==> config.mk <==
export PLATFORM = sky130hd
export DESIGN_NAME = load_store_unit_flat
export DESIGN_NICKNAME = d
export VERILOG_FILES = /design/src/rtl/lsu_pkg.sv /design/src/rtl/lsu_if.sv /design/src/rtl/lsu_lane_align.sv /design/src/rtl/load_store_unit.sv /design/src/flat_wrapper.sv
export SDC_FILE = /design/constraint.sdc
export NUM_CORES = 1
export LEC_CHECK = 0
export ABC_AREA = 1
export CAP_MARGIN = 20
export CORE_ASPECT_RATIO = 2
export CORE_MARGIN = 1
export CORE_UTILIZATION = 38
export DETAILED_ROUTE_END_ITERATION = 6
export MAX_ROUTING_LAYER = met4
export PLACE_DENSITY_LB_ADDON = 0.05
export SLEW_MARGIN = 20
export SYNTH_ARGS = -nofsm -noshare
export SYNTH_HDL_FRONTEND = slang
export SYNTH_SLANG_ARGS = --single-unit
==> constraint.sdc <==
create_clock -name clk -period 5.2 [get_ports clk]
set_input_delay 0.52 -clock clk [delete_from_list [all_inputs] [get_ports clk]]
set_output_delay 0.52 -clock clk [all_outputs]
set_load 0.02 [all_outputs]
==> src/rtl/lsu_pkg.sv <==
// lsu_pkg: shared state encoding, funct3 constants and lane-mask helper for the load/store unit.
// Revision 1.0
`default_nettype none

package lsu_pkg;

  typedef enum logic [1:0] {
    IDLE  = 2'd0,
    READ  = 2'd1,
    WRITE = 2'd2,
    RESP  = 2'd3
  } lsu_state_e;

  localparam logic [2:0] F3_B  = 3'b000;
  localparam logic [2:0] F3_H  = 3'b001;
  localparam logic [2:0] F3_W  = 3'b010;
  localparam logic [2:0] F3_D  = 3'b011;
  localparam logic [2:0] F3_BU = 3'b100;
  localparam logic [2:0] F3_HU = 3'b101;
  localparam logic [2:0] F3_WU = 3'b110;

  // Byte-enable pattern for an access of the given size, anchored at lane 0.
  function automatic logic [7:0] size_mask(input logic [1:0] size);
    logic [7:0] mask;
    case (size)
      2'd0:    mask = 8'h01;
      2'd1:    mask = 8'h03;
      2'd2:    mask = 8'h0F;
      default: mask = 8'hFF;
    endcase
    return mask;
  endfunction

endpackage

`default_nettype wire

==> src/rtl/lsu_if.sv <==
// lsu_if: core request/response and data-memory bus of the load/store unit.
// Revision 1.0
`default_nettype none

interface lsu_if #(
  parameter int XLEN = 64
);
  logic            req_valid;
  logic            req_ready;
  logic            req_write;
  logic [2:0]      req_funct3;
  logic [XLEN-1:0] req_addr;
  logic [XLEN-1:0] req_wdata;
  logic            resp_valid;
  logic [XLEN-1:0] resp_rdata;
  logic            resp_err;
  logic [XLEN-1:0] mem_address;
  logic [XLEN-1:0] mem_WriteData;
  logic            mem_MemWrite;
  logic            mem_MemRead;
  logic [XLEN-1:0] mem_ReadData;

  // The master side is the core plus the memory returning read data.
  modport master (
    output req_valid, req_write, req_funct3, req_addr, req_wdata, mem_ReadData,
    input  req_ready, resp_valid, resp_rdata, resp_err,
           mem_address, mem_WriteData, mem_MemWrite, mem_MemRead
  );

  modport slave (
    input  req_valid, req_write, req_funct3, req_addr, req_wdata, mem_ReadData,
    output req_ready, resp_valid, resp_rdata, resp_err,
           mem_address, mem_WriteData, mem_MemWrite, mem_MemRead
  );
endinterface

`default_nettype wire

==> src/rtl/lsu_lane_align.sv <==
// lsu_lane_align: load lane extract/extend and store lane merge on one doubleword.
// Revision 1.0
`default_nettype none

module lsu_lane_align
  import lsu_pkg::*;
#(
  parameter int XLEN = 64
) (
  input  logic [XLEN-1:0] dword,
  input  logic [XLEN-1:0] wdata,
  input  logic [2:0]      offset,
  input  logic [2:0]      funct3,
  output logic [XLEN-1:0] load_data,
  output logic [XLEN-1:0] store_data
);

  logic [XLEN-1:0] shifted;
  logic [XLEN-1:0] wshift;
  logic [7:0]      lane_mask;

  always_comb begin
    shifted = dword >> {offset, 3'b000};
    case (funct3)
      F3_B:    load_data = {{(XLEN-8){shifted[7]}},   shifted[7:0]};
      F3_H:    load_data = {{(XLEN-16){shifted[15]}}, shifted[15:0]};
      F3_W:    load_data = {{(XLEN-32){shifted[31]}}, shifted[31:0]};
      F3_BU:   load_data = {{(XLEN-8){1'b0}},         shifted[7:0]};
      F3_HU:   load_data = {{(XLEN-16){1'b0}},        shifted[15:0]};
      F3_WU:   load_data = {{(XLEN-32){1'b0}},        shifted[31:0]};
      default: load_data = shifted;
    endcase
  end

  // Alignment is checked before this path is used, so the shifted mask never spills past lane 7.
  always_comb begin
    wshift     = wdata << {offset, 3'b000};
    lane_mask  = size_mask(funct3[1:0]) << offset;
    store_data = dword;
    for (int i = 0; i < XLEN / 8; i++) begin
      if (lane_mask[i]) begin
        store_data[8*i +: 8] = wshift[8*i +: 8];
      end
    end
  end

endmodule

`default_nettype wire

==> src/rtl/load_store_unit.sv <==
// load_store_unit: maps sized loads/stores onto aligned doubleword memory accesses (RMW for partial stores).
// Revision 1.0
`default_nettype none

module load_store_unit
  import lsu_pkg::*;
#(
  parameter int XLEN       = 64,
  parameter int ADDR_LIMIT = 8192
) (
  input  logic  clk,
  input  logic  rst,
  lsu_if.slave  bus
);

  lsu_state_e      state;
  logic            r_write;
  logic [2:0]      r_funct3;
  logic [2:0]      r_offset;
  logic [XLEN-1:0] r_wdata;

  logic            r_resp_valid;
  logic            r_resp_err;
  logic [XLEN-1:0] r_resp_rdata;
  logic [XLEN-1:0] r_mem_address;
  logic [XLEN-1:0] r_mem_wdata;
  logic            r_mem_read;
  logic            r_mem_write;

  logic            w_accept;
  logic            w_illegal;
  logic            w_misaligned;
  logic            w_out_of_range;
  logic            w_error;
  logic [1:0]      w_size;
  logic [XLEN-1:0] w_load_data;
  logic [XLEN-1:0] w_store_data;

  assign w_accept       = bus.req_valid && (state == IDLE);
  assign w_size         = bus.req_funct3[1:0];
  assign w_illegal      = (bus.req_funct3 == 3'b111) || (bus.req_write && bus.req_funct3[2]);
  assign w_out_of_range = bus.req_addr >= XLEN'(ADDR_LIMIT);
  assign w_error        = w_illegal || w_misaligned || w_out_of_range;

  always_comb begin
    case (w_size)
      2'd0:    w_misaligned = 1'b0;
      2'd1:    w_misaligned = bus.req_addr[0];
      2'd2:    w_misaligned = |bus.req_addr[1:0];
      default: w_misaligned = |bus.req_addr[2:0];
    endcase
  end

  // Read data is only consumed in READ, where it feeds both the load result and the store merge.
  lsu_lane_align #(
    .XLEN (XLEN)
  ) u_lane_align (
    .dword      (bus.mem_ReadData),
    .wdata      (r_wdata),
    .offset     (r_offset),
    .funct3     (r_funct3),
    .load_data  (w_load_data),
    .store_data (w_store_data)
  );

  always_ff @(posedge clk or negedge rst) begin
    if (!rst) begin
      state         <= IDLE;
      r_write       <= 1'b0;
      r_funct3      <= 3'b000;
      r_offset      <= 3'b000;
      r_wdata       <= '0;
      r_resp_valid  <= 1'b0;
      r_resp_err    <= 1'b0;
      r_resp_rdata  <= '0;
      r_mem_address <= '0;
      r_mem_wdata   <= '0;
      r_mem_read    <= 1'b0;
      r_mem_write   <= 1'b0;
    end else begin
      case (state)
        IDLE: begin
          if (w_accept) begin
            r_write  <= bus.req_write;
            r_funct3 <= bus.req_funct3;
            r_offset <= bus.req_addr[2:0];
            r_wdata  <= bus.req_wdata;
            if (w_error) begin
              r_resp_valid <= 1'b1;
              r_resp_err   <= 1'b1;
              r_resp_rdata <= '0;
              state        <= RESP;
            end else if (bus.req_write && (w_size == 2'd3)) begin
              r_mem_address <= {bus.req_addr[XLEN-1:3], 3'b000};
              r_mem_wdata   <= bus.req_wdata;
              r_mem_write   <= 1'b1;
              state         <= WRITE;
            end else begin
              r_mem_address <= {bus.req_addr[XLEN-1:3], 3'b000};
              r_mem_read    <= 1'b1;
              state         <= READ;
            end
          end
        end
        READ: begin
          r_mem_read <= 1'b0;
          if (r_write) begin
            r_mem_wdata <= w_store_data;
            r_mem_write <= 1'b1;
            state       <= WRITE;
          end else begin
            r_resp_valid <= 1'b1;
            r_resp_err   <= 1'b0;
            r_resp_rdata <= w_load_data;
            state        <= RESP;
          end
        end
        WRITE: begin
          r_mem_write  <= 1'b0;
          r_resp_valid <= 1'b1;
          r_resp_err   <= 1'b0;
          r_resp_rdata <= '0;
          state        <= RESP;
        end
        RESP: begin
          r_resp_valid <= 1'b0;
          r_resp_err   <= 1'b0;
          r_resp_rdata <= '0;
          state        <= IDLE;
        end
        default: state <= IDLE;
      endcase
    end
  end

  assign bus.req_ready     = (state == IDLE);
  assign bus.resp_valid    = r_resp_valid;
  assign bus.resp_err      = r_resp_err;
  assign bus.resp_rdata    = r_resp_rdata;
  assign bus.mem_address   = r_mem_address;
  assign bus.mem_WriteData = r_mem_wdata;
  assign bus.mem_MemRead   = r_mem_read;
  assign bus.mem_MemWrite  = r_mem_write;

endmodule

`default_nettype wire

==> src/flat_wrapper.sv <==
// flat-port wrapper written by rule: the top's interface ports become plain ports
module load_store_unit_flat import lsu_pkg::*;
#(
  parameter int XLEN       = 64,
  parameter int ADDR_LIMIT = 8192
)
  (clk, rst, bus_req_valid, bus_req_write, bus_req_funct3, bus_req_addr, bus_req_wdata, bus_mem_ReadData, bus_req_ready, bus_resp_valid, bus_resp_rdata, bus_resp_err, bus_mem_address, bus_mem_WriteData, bus_mem_MemWrite, bus_mem_MemRead);
  lsu_if #(.XLEN(XLEN)) bus_i ();
  input  logic clk;
  input  logic rst;
  input wire logic [$bits(bus_i.req_valid)-1:0] bus_req_valid;
  input wire logic [$bits(bus_i.req_write)-1:0] bus_req_write;
  input wire logic [$bits(bus_i.req_funct3)-1:0] bus_req_funct3;
  input wire logic [$bits(bus_i.req_addr)-1:0] bus_req_addr;
  input wire logic [$bits(bus_i.req_wdata)-1:0] bus_req_wdata;
  input wire logic [$bits(bus_i.mem_ReadData)-1:0] bus_mem_ReadData;
  output wire logic [$bits(bus_i.req_ready)-1:0] bus_req_ready;
  output wire logic [$bits(bus_i.resp_valid)-1:0] bus_resp_valid;
  output wire logic [$bits(bus_i.resp_rdata)-1:0] bus_resp_rdata;
  output wire logic [$bits(bus_i.resp_err)-1:0] bus_resp_err;
  output wire logic [$bits(bus_i.mem_address)-1:0] bus_mem_address;
  output wire logic [$bits(bus_i.mem_WriteData)-1:0] bus_mem_WriteData;
  output wire logic [$bits(bus_i.mem_MemWrite)-1:0] bus_mem_MemWrite;
  output wire logic [$bits(bus_i.mem_MemRead)-1:0] bus_mem_MemRead;
  assign bus_i.req_valid = bus_req_valid;
  assign bus_i.req_write = bus_req_write;
  assign bus_i.req_funct3 = bus_req_funct3;
  assign bus_i.req_addr = bus_req_addr;
  assign bus_i.req_wdata = bus_req_wdata;
  assign bus_i.mem_ReadData = bus_mem_ReadData;
  assign bus_req_ready = bus_i.req_ready;
  assign bus_resp_valid = bus_i.resp_valid;
  assign bus_resp_rdata = bus_i.resp_rdata;
  assign bus_resp_err = bus_i.resp_err;
  assign bus_mem_address = bus_i.mem_address;
  assign bus_mem_WriteData = bus_i.mem_WriteData;
  assign bus_mem_MemWrite = bus_i.mem_MemWrite;
  assign bus_mem_MemRead = bus_i.mem_MemRead;
  load_store_unit #(.XLEN(XLEN), .ADDR_LIMIT(ADDR_LIMIT)) u_core (.clk(clk), .rst(rst), .bus(bus_i));
endmodule
==> run metrics <==
Pwr per Cell Area 609 mW/mm^2; CTS sink cnt 266; post-synthesis register bit count 266; Worst EP required 5.70 ns; share of layout cells above drive strength 1 0.0363; DRC violations left 0; crit start category register; sequential cell area fraction in the yosys report 0.421; syn avg cell area 6.63 um^2; internal power 5950 uW; R2R Setup Slk 1.74 ns; Mapped Cells 2384; Synth Flop Type dfrtp_1; Hold Path End u_core.bus.mem_address[5]; half-perimeter wire length after placement 54700 um; Synth warnings 0; worst-path fanout max 83; Synth area leader dfrtp_1; status finished, final reports clean; global-route wire length before repair 105000 um; final instance area 0.0207 mm^2; initial antenna violation count 5; Iter 0 DRT Violations 1195; CP Capture Type register; Final Setup Violations 0; Top Ports 396; residual overflow from global routing 0; # port buffers 392; Vias 17072; clock tree buffer depth 3; PnR worst setup slack 1.74 ns; r2r endpoint u_core.bus.resp_rdata[47]; Starting Density 0.385; CTS tree yes; RSZ-0062 raised after global routing no; Final Hold Fails 0; hold path startpoint u_core.bus.mem_address[5]; Die H 290 um; number of routed nets with antenna violations 0; Die ar. 0.0424 mm^2; Worst-path clk slew 0.06 ns; clk_lat worst skew 0.58 ns; Post-synth EDFFs 0; chip width 146 um; Cell variety after synth 32; pre-CTS setup slack 1.53 ns; skew final 0.0188 ns; Worst-Margin Slew 1.23 ns; peak supply drop 0.000309 V; Core Box Area 0.0410 mm^2; Critical Path AT 3.95 ns; # nets final 2884; row count 105; Post-Synthesis Cell Area 0.0158 mm^2; Slew HR 0.169; htree depth 1; Sw Pwr 6640 uW; clock share of power 0.146; Routed Wire Length 70800 um; CTS Buf Count 25; FFs w/ async S/R, synth 1.00; placed cell areas 0.0199 mm^2; switching part of the total 0.527; combinational power share 0.593; Hold-fix buffers, CTS 1; vias in the first global route 16821; final period utilization 0.665; Slew Viols, Final 0; area delta synth->final 30.9%; post_cts resized 0; R2R depth 11; setup TNS 0 ns; fmax 289 MHz; Final Power 12600 uW; DR pass1 iterations 6; postcts setup bufs 0; origin of the critical flop-to-flop path u_core.r_offset[0]; ranking of synthesized cells by area dfrtp_1, nand2_1, nand3_1; Leak Pwr 0.0104 uW; Final Wtd Congestion 1.05; Hold Path Stages 2; top cell type's share of synthesized area 0.421; register share of total power 0.261; largest net degree at the start of global routing 107; top-count cell post-synth nand2_1; crit path time final 3.46 ns; fin util 0.505; vias per cell 5.27; All-Layer GR Usage 0.343; CTS Root Cell clkbuf_16; Synth top cells by count nand2_1, dfrtp_1, nand3_1; Max Cap Viol 0; drt wl/cell 21.9 um; min-delay worst type reg2reg; Setup CP Type reg2reg
-- metal layers --
layer,vias up,track usage,share of wire
li1,8156,-,-
met1,8043,0.354,0.35
met2,664,0.606,0.52
met3,209,0.0278,0.042
met4,0,0.247,0.080
met5,-,-,0
-- registers in the layout, indices dropped and copies added (netlist names) --
register                  flops
u_core.r_write                1
u_core.bus.resp_err           1
u_core.r_wdata               64
u_core.r_offset               3
u_core.state                  2
u_core.bus.resp_rdata        64
u_core.bus.mem_WriteData     64
u_core.bus.resp_valid         1
u_core.bus.mem_MemRead        1
u_core.bus.mem_MemWrite       1
u_core.bus.mem_address       61
u_core.r_funct3               3
-- cell families (layout without fill, tap and decap cells) --
kind of cell    Yosys count  after routing  share of synthesized area
simple gates           1500           1500                      0.387
buf+inv                 324            636                     0.0897
compound gates          288            288                     0.0973
flops                   266            266                      0.421
fa+ha+maj                 5              5                    0.00396
other cells               1              8                   0.000237
-- per-stage QoR --
| stage | cells | hold slack [ns] |
|---|---|---|
| finish | 3238 | 0.469 |
| global placement | 3187 | 0.456 |
| global route | 3238 | 0.489 |
| detailed placement | 3187 | 0.457 |
| floorplan | 2386 | 0.224 |
| CTS | 3233 | 0.472 |
-- cell usage in the layout (no fill, tap or decap), types with 2 or more instances in the layout --
cell type | netlist | routed
a21oi_1 | 90 | 89
nand2_1 | 1055 | 1054
clkinvlp_4 | 0 | 4
nand2_2 | 3 | 4
inv_1 | 162 | 160
clkbuf_8 | 0 | 2
nor2_4 | 4 | 5
o22ai_1 | 13 | 13
nand3b_1 | 2 | 2
conb_1 | 1 | 3
buf_4 | 15 | 28
nand3_1 | 238 | 238
nor2_1 | 147 | 145
a31oi_1 | 8 | 8
diode_2 | 0 | 5
clkdlybuf4s50_1 | 0 | 391
clkinv_2 | 0 | 4
inv_2 | 7 | 9
nand4_1 | 35 | 35
o21ai_1 | 2 | 2
clkbuf_1 | 53 | 6
nor2_2 | 2 | 3
o21ai_0 | 152 | 152
clkbuf_16 | 0 | 25
nor3_1 | 9 | 9
o211ai_1 | 21 | 21
ha_1 | 5 | 4
dfrtp_1 | 266 | 265
-- power groups by stage --
stage                     Clock [uW]  Combinational, uW  Sequential, uW
after detailed placement           0               7410            3300
final                           1840               7480            3280
after CTS                       1880               7440            3270
after global placement             0               7360            3300
after floorplan                    0               4500            3420
after global routing            1940               8150            3350
-- worst max-delay path, stage by stage (launching register included) --
cell and delay (ns):
dfrtp_4 0.93, buf_4 0.76, nand2_1 0.16, nand3_1 0.15, nand2_1 0.13, nand2_1 0.10
nand3_1 0.09, nand2_1 0.08, inv_1 0.06, nand2_2 0.43, nand4_1 0.29, nand2_1 0.12
-- worst max-delay path by stage --
stage,startpoint,to,slack (ns),cells past startpoint
final,u_core.r_offset[0],u_core.bus.resp_rdata[47],1.74,11
after global routing,u_core.r_offset[0],u_core.bus.resp_rdata[47],1.42,11
after CTS,u_core.r_offset[0],u_core.bus.resp_rdata[47],1.80,11
after detailed placement,bus_req_addr[45],u_core.bus.mem_WriteData[58],1.53,11
after global placement,bus_req_addr[46],u_core.bus.mem_WriteData[0],1.63,11
after floorplan,u_core.state[0],u_core.bus.resp_rdata[32],3.16,10
-- final cells by class --
class,count,area (um^2)
Fill cell,4307,20300
Clock inverter,12,109
Antenna cell,5,12.5
Tap cell,535,669
Timing Repair Buffer,422,4170
Multi-Input combinational cell,1796,7750
Sequential cell,266,6660
Clock buffer,33,676
Inverter,169,634
No activity file was read; power rests on OpenSTA's default activity.
